File: src/rtl/data_sync_hs_if.sv
// Handshake bundle between an asynchronous toggle-request source, the receive-side
// synchronizer, and its downstream consumer. Signal suffixes follow the synchronizer's view.
interface data_sync_hs_if #(
    parameter int BUS_WIDTH = 8
) ();
    logic [BUS_WIDTH-1:0] unsync_bus_i;
    logic                 req_tgl_i;
    logic                 ack_tgl_o;
    logic [BUS_WIDTH-1:0] sync_bus_o;
    logic                 sync_valid_o;
    logic                 sync_ready_i;
    logic                 proto_err_o;

    modport slave (
        input  unsync_bus_i,
        input  req_tgl_i,
        input  sync_ready_i,
        output ack_tgl_o,
        output sync_bus_o,
        output sync_valid_o,
        output proto_err_o
    );

    modport master (
        output unsync_bus_i,
        output req_tgl_i,
        output sync_ready_i,
        input  ack_tgl_o,
        input  sync_bus_o,
        input  sync_valid_o,
        input  proto_err_o
    );
endinterface

File: src/rtl/data_sync_hs.sv
// Toggle-handshake bus synchronizer: only the request toggle crosses through a flop chain;
// the data bus is captured whole once the synchronized toggle edge is seen.
module data_sync_hs #(
    parameter int NUM_STAGES = 2,
    parameter int BUS_WIDTH  = 8
) (
    input  logic               clk_i,
    input  logic               rst_i,
    data_sync_hs_if.slave      bus
);
    localparam int CNT_W = $clog2(NUM_STAGES + 1);

    localparam logic [1:0] ST_WARMUP = 2'd0;
    localparam logic [1:0] ST_IDLE   = 2'd1;
    localparam logic [1:0] ST_HOLD   = 2'd2;

    logic                 sync_q [NUM_STAGES];
    logic                 sync_d [NUM_STAGES];
    logic                 req_prev_q, req_prev_d;
    logic [CNT_W-1:0]     warm_cnt_q, warm_cnt_d;
    logic [1:0]           state_q, state_d;
    logic                 ack_q, ack_d;
    logic                 valid_q, valid_d;
    logic [BUS_WIDTH-1:0] data_q, data_d;
    logic                 err_q, err_d;

    logic req_sync;
    logic req_sync_next;
    logic req_edge;
    logic warm_last;

    generate
        for (genvar gi = 0; gi < NUM_STAGES; gi++) begin : g_sync
            if (gi == 0) begin : g_first
                assign sync_d[gi] = bus.req_tgl_i;
            end else begin : g_rest
                assign sync_d[gi] = sync_q[gi-1];
            end
        end
    endgenerate

    assign req_sync      = sync_q[NUM_STAGES-1];
    // Level that req_sync takes after the coming edge; used to seed state while warming up.
    assign req_sync_next = sync_q[NUM_STAGES-2];
    assign req_edge      = req_sync ^ req_prev_q;
    assign warm_last     = (warm_cnt_q == CNT_W'(NUM_STAGES - 1));

    always_comb begin
        state_d    = state_q;
        warm_cnt_d = warm_cnt_q;
        req_prev_d = req_sync;
        ack_d      = ack_q;
        valid_d    = valid_q;
        data_d     = data_q;
        err_d      = err_q;

        case (state_q)
            ST_WARMUP: begin
                // The chain was cleared by reset and is still filling; tracking the
                // look-ahead level means a level held across reset never looks like an edge.
                req_prev_d = req_sync_next;
                warm_cnt_d = warm_cnt_q + CNT_W'(1);
                if (warm_last) begin
                    ack_d   = req_sync_next;
                    state_d = ST_IDLE;
                end
            end
            ST_IDLE: begin
                if (req_edge) begin
                    data_d  = bus.unsync_bus_i;
                    valid_d = 1'b1;
                    state_d = ST_HOLD;
                end
            end
            ST_HOLD: begin
                if (req_edge) begin
                    err_d = 1'b1;
                end
                if (valid_q && bus.sync_ready_i) begin
                    valid_d = 1'b0;
                    ack_d   = ~ack_q;
                    state_d = ST_IDLE;
                end
            end
            default: begin
                state_d = ST_WARMUP;
            end
        endcase
    end

    always_ff @(posedge clk_i) begin
        if (rst_i) begin
            for (int i = 0; i < NUM_STAGES; i++) begin
                sync_q[i] <= 1'b0;
            end
            req_prev_q <= 1'b0;
            warm_cnt_q <= '0;
            state_q    <= ST_WARMUP;
            ack_q      <= 1'b0;
            valid_q    <= 1'b0;
            data_q     <= '0;
            err_q      <= 1'b0;
        end else begin
            for (int i = 0; i < NUM_STAGES; i++) begin
                sync_q[i] <= sync_d[i];
            end
            req_prev_q <= req_prev_d;
            warm_cnt_q <= warm_cnt_d;
            state_q    <= state_d;
            ack_q      <= ack_d;
            valid_q    <= valid_d;
            data_q     <= data_d;
            err_q      <= err_d;
        end
    end

    assign bus.ack_tgl_o    = ack_q;
    assign bus.sync_bus_o   = data_q;
    assign bus.sync_valid_o = valid_q;
    assign bus.proto_err_o  = err_q;
endmodule
File: src/flat_wrapper.sv
// flat-port wrapper written by rule: the top's interface ports become plain ports
module data_sync_hs_flat 
#(
    parameter int NUM_STAGES = 2,
    parameter int BUS_WIDTH  = 8
)
  (clk_i, rst_i, bus_unsync_bus_i, bus_req_tgl_i, bus_sync_ready_i, bus_ack_tgl_o, bus_sync_bus_o, bus_sync_valid_o, bus_proto_err_o);
  data_sync_hs_if #(.BUS_WIDTH(BUS_WIDTH)) bus_i ();
  input  logic clk_i;
  input  logic rst_i;
  input wire logic [$bits(bus_i.unsync_bus_i)-1:0] bus_unsync_bus_i;
  input wire logic [$bits(bus_i.req_tgl_i)-1:0] bus_req_tgl_i;
  input wire logic [$bits(bus_i.sync_ready_i)-1:0] bus_sync_ready_i;
  output wire logic [$bits(bus_i.ack_tgl_o)-1:0] bus_ack_tgl_o;
  output wire logic [$bits(bus_i.sync_bus_o)-1:0] bus_sync_bus_o;
  output wire logic [$bits(bus_i.sync_valid_o)-1:0] bus_sync_valid_o;
  output wire logic [$bits(bus_i.proto_err_o)-1:0] bus_proto_err_o;
  assign bus_i.unsync_bus_i = bus_unsync_bus_i;
  assign bus_i.req_tgl_i = bus_req_tgl_i;
  assign bus_i.sync_ready_i = bus_sync_ready_i;
  assign bus_ack_tgl_o = bus_i.ack_tgl_o;
  assign bus_sync_bus_o = bus_i.sync_bus_o;
  assign bus_sync_valid_o = bus_i.sync_valid_o;
  assign bus_proto_err_o = bus_i.proto_err_o;
  data_sync_hs #(.NUM_STAGES(NUM_STAGES), .BUS_WIDTH(BUS_WIDTH)) u_core (.clk_i(clk_i), .rst_i(rst_i), .bus(bus_i));
endmodule
File: config.mk
export PLATFORM = sky130hd
export DESIGN_NAME = data_sync_hs_flat
export DESIGN_NICKNAME = d
export VERILOG_FILES = /design/src/rtl/data_sync_hs_if.sv /design/src/rtl/data_sync_hs.sv /design/src/flat_wrapper.sv
export SDC_FILE = /design/constraint.sdc
export NUM_CORES = 1
export LEC_CHECK = 0
export ABC_CLOCK_PERIOD_IN_PS = 2000
export CAP_MARGIN = 5
export CORE_MARGIN = 4
export CORE_UTILIZATION = 45
export CTS_CLUSTER_DIAMETER = 30
export DETAILED_ROUTE_END_ITERATION = 8
export HOLD_SLACK_MARGIN = 0.1
export MAX_ROUTING_LAYER = met4
export PLACE_DENSITY = 0.76
export SLEW_MARGIN = 20
export SYNTH_ARGS = -nofsm -noshare
export SYNTH_HDL_FRONTEND = slang
export SYNTH_SLANG_ARGS = --single-unit
File: constraint.sdc
create_clock -name clk_i -period 2 [get_ports clk_i]
set_input_delay 0.5 -clock clk_i [delete_from_list [all_inputs] [get_ports clk_i]]
set_output_delay 0.5 -clock clk_i [all_outputs]
set_load 0.02 [all_outputs]
==> metrics <==
worst path required time 1.50 ns; largest driver fanout on the critical path 4; CTS resizes 0; number of port buffers 22; CP startpoint kind flip-flop; syn_nets 108; register area share after synthesis 0.437; Synth area leader dfxtp_1; share of cells above drive strength 1 0.114; Slew headroom 0.687; Max VDD drop 0.641 mV; delay-heaviest family, CP buffers and inverters; num ports 23; share of flip-flops with an asynchronous set or reset 0; Detailed Route WL 1930 um; status completed; Post-CTS Setup Bufs 0; die area 2580 um^2; vias in the first global route 702; Data arrival, critical path 1.30 ns; Die W 50.8 um; # hold bufs at CTS 0; RSZ-0062 raised after global routing no; largest net degree at the start of global routing 13; synth unique cells 28; clk sinks 18; Avg WL per Cell 13.9 um; Root Buffer clkbuf_4; Max Slew Vio Count 0; area share of the largest cell type after synthesis 0.437; gpl congestion 0.829; GRT Util Overall 0.152; main area contributors after synthesis dfxtp_1, ha_1, a21oi_1; total core area 1730 um^2; min Tclk post-route 1.80 ns; Final Hold Vio Count 0; DP HPWL 1380 um; via count 755; TritonCTS clock tree built; Leakage 0.419 nW; Detail Route Antenna Nets 0; initial core utilization 0.478; Critical path buffers and inverters 1; Post-synth EDFFs 0; Setup CP Type flip-flop to output port; final worst path period share 0.900; count leader, synth dfxtp_1; Power Dens Cells 1020 nW/um^2; H-tree depth 1; Cell Rows 15; drc violations 0; Num CTS Buffers 3; Max Clock Skew 0.00599 ns; hold_ws 0.476 ns; fmax 555 MHz; Die Span Y 50.8 um; antenna violations before repair 0; Syn Inst Count 90; clk slew on worst S/H paths 0.11 ns; DRT iter0 DRCs 22; post-synthesis cell area 825 um^2; slowest stage delay, CP 0.62 ns; GR Overflow Total 0; Seq cells post-synth 18; TNS Setup 0 ns; Area Overhead vs Synth 35.4%; global-route wire length before repair 2970 um; # nets final 133; ant diodes 0; first drt pass iteration count 4; top post-synthesis cells by count dfxtp_1, a21oi_1, nand3_1, o21ai_0, nor2_1; via/cell ratio 5.43; worst-path cell chain clkdlybuf4s50_1; top_reg_cell synth dfxtp_1; Avg Synthesized Cell Area 9.16 um^2; Worst path slowest cell clkdlybuf4s50_1; crit end category output port; Max-Cap Viols 0; CTS Buffer Depth 2; Hold Crit Class flip-flop to flip-flop; Final setup viols 0; Worst Max-Slew Pin Slew 0.467 ns; clock latency on the worst-skew pair 0.29 ns; Synthesis Warnings 0
state kept, by name (all words and copies together) (netlist names):
register / cells
u_core.state_q: 2
u_core.bus.ack_tgl_o: 1
u_core.warm_cnt_q: 2
u_core.req_prev_q: 1
u_core.sync_q: 2
u_core.bus.sync_bus_o: 8
u_core.bus.proto_err_o: 1
u_core.bus.sync_valid_o: 1
cell type report:
cell class                 instances  area [um^2]
tap                               25         31.3
sequential                        18          360
multi-input combinational         60          415
timing repair buffer              26          250
inverter                           6         22.5
fill                             159          611
clock buffer                       4         36.3
worst paths after layout:
kind	startpoint	to	slack, ns	cells after the start
max reg2reg	u_core.state_q[0]$_SDFFE_PP0P_	u_core.bus.ack_tgl_o$_SDFFE_PP0P_	0.39	5
min	u_core.bus.sync_bus_o[4]$_SDFFE_PP0P_	u_core.bus.sync_bus_o[4]$_SDFFE_PP0P_	0.48	2
max	u_core.bus.sync_valid_o$_SDFFE_PP0P_	bus_sync_valid_o	0.20	1
min reg2reg	u_core.bus.sync_bus_o[4]$_SDFFE_PP0P_	u_core.bus.sync_bus_o[4]$_SDFFE_PP0P_	0.48	2
metrics by stage:
stage	worst slack (ns)	area, um^2	total power [W]	instances	util
floorplan	0.595	825	0.000765	90	-
global route	0.145	1120	0.00120	139	0.646
global placement	0.284	1080	0.000899	135	0.625
finish	0.200	1120	0.00114	139	0.646
CTS	0.201	1120	0.00114	139	0.646
detailed placement	0.248	1080	0.000912	135	0.625
layout by cell type, fill, tap and decap left out, drive strengths merged, types with 2 or more instances in the layout:
cell type,instances
clkdlybuf4s50,22
dfxtp,18
a21oi,9
nand3,8
o21ai,8
nor2,7
inv,6
ha,6
buf,4
clkbuf,4
mux2,2
o2111ai,2
nor2b,2
xnor2,2
per-layer routing:
| metal | routed length (um) | vias up | GRT usage |
|---|---|---|---|
| li1 | - | 362 | - |
| met1 | 845 | 367 | 0.180 |
| met2 | 975 | 26 | 0.261 |
| met3 | 106 | 0 | 0.0415 |
| met4 | 0 | 0 | 0.0269 |
| met5 | 0 | - | - |
report_power, final:
part | switching [W] | internal (W) | leakage (nW)
combinational | 0.000251 | 0.000204 | 0.251
clock | 0.000118 | 0.000111 | 0.0210
sequential | 0.0000420 | 0.000417 | 0.147
total | 0.000410 | 0.000732 | 0.419
cells by family after synthesis:
| logic type | after synthesis | share of synthesized area |
|---|---|---|
| AOI/OAI and AO/OA | 28 | 0.212 |
| adders and majority gates | 6 | 0.0910 |
| and+or+nand+nor | 20 | 0.120 |
| buffers and inverters | 12 | 0.0592 |
| muxes | 3 | 0.0395 |
| DFF | 18 | 0.437 |
| xor gates and xnor gates | 3 | 0.0410 |
Note: power is estimated with default switching activity, not from simulation.
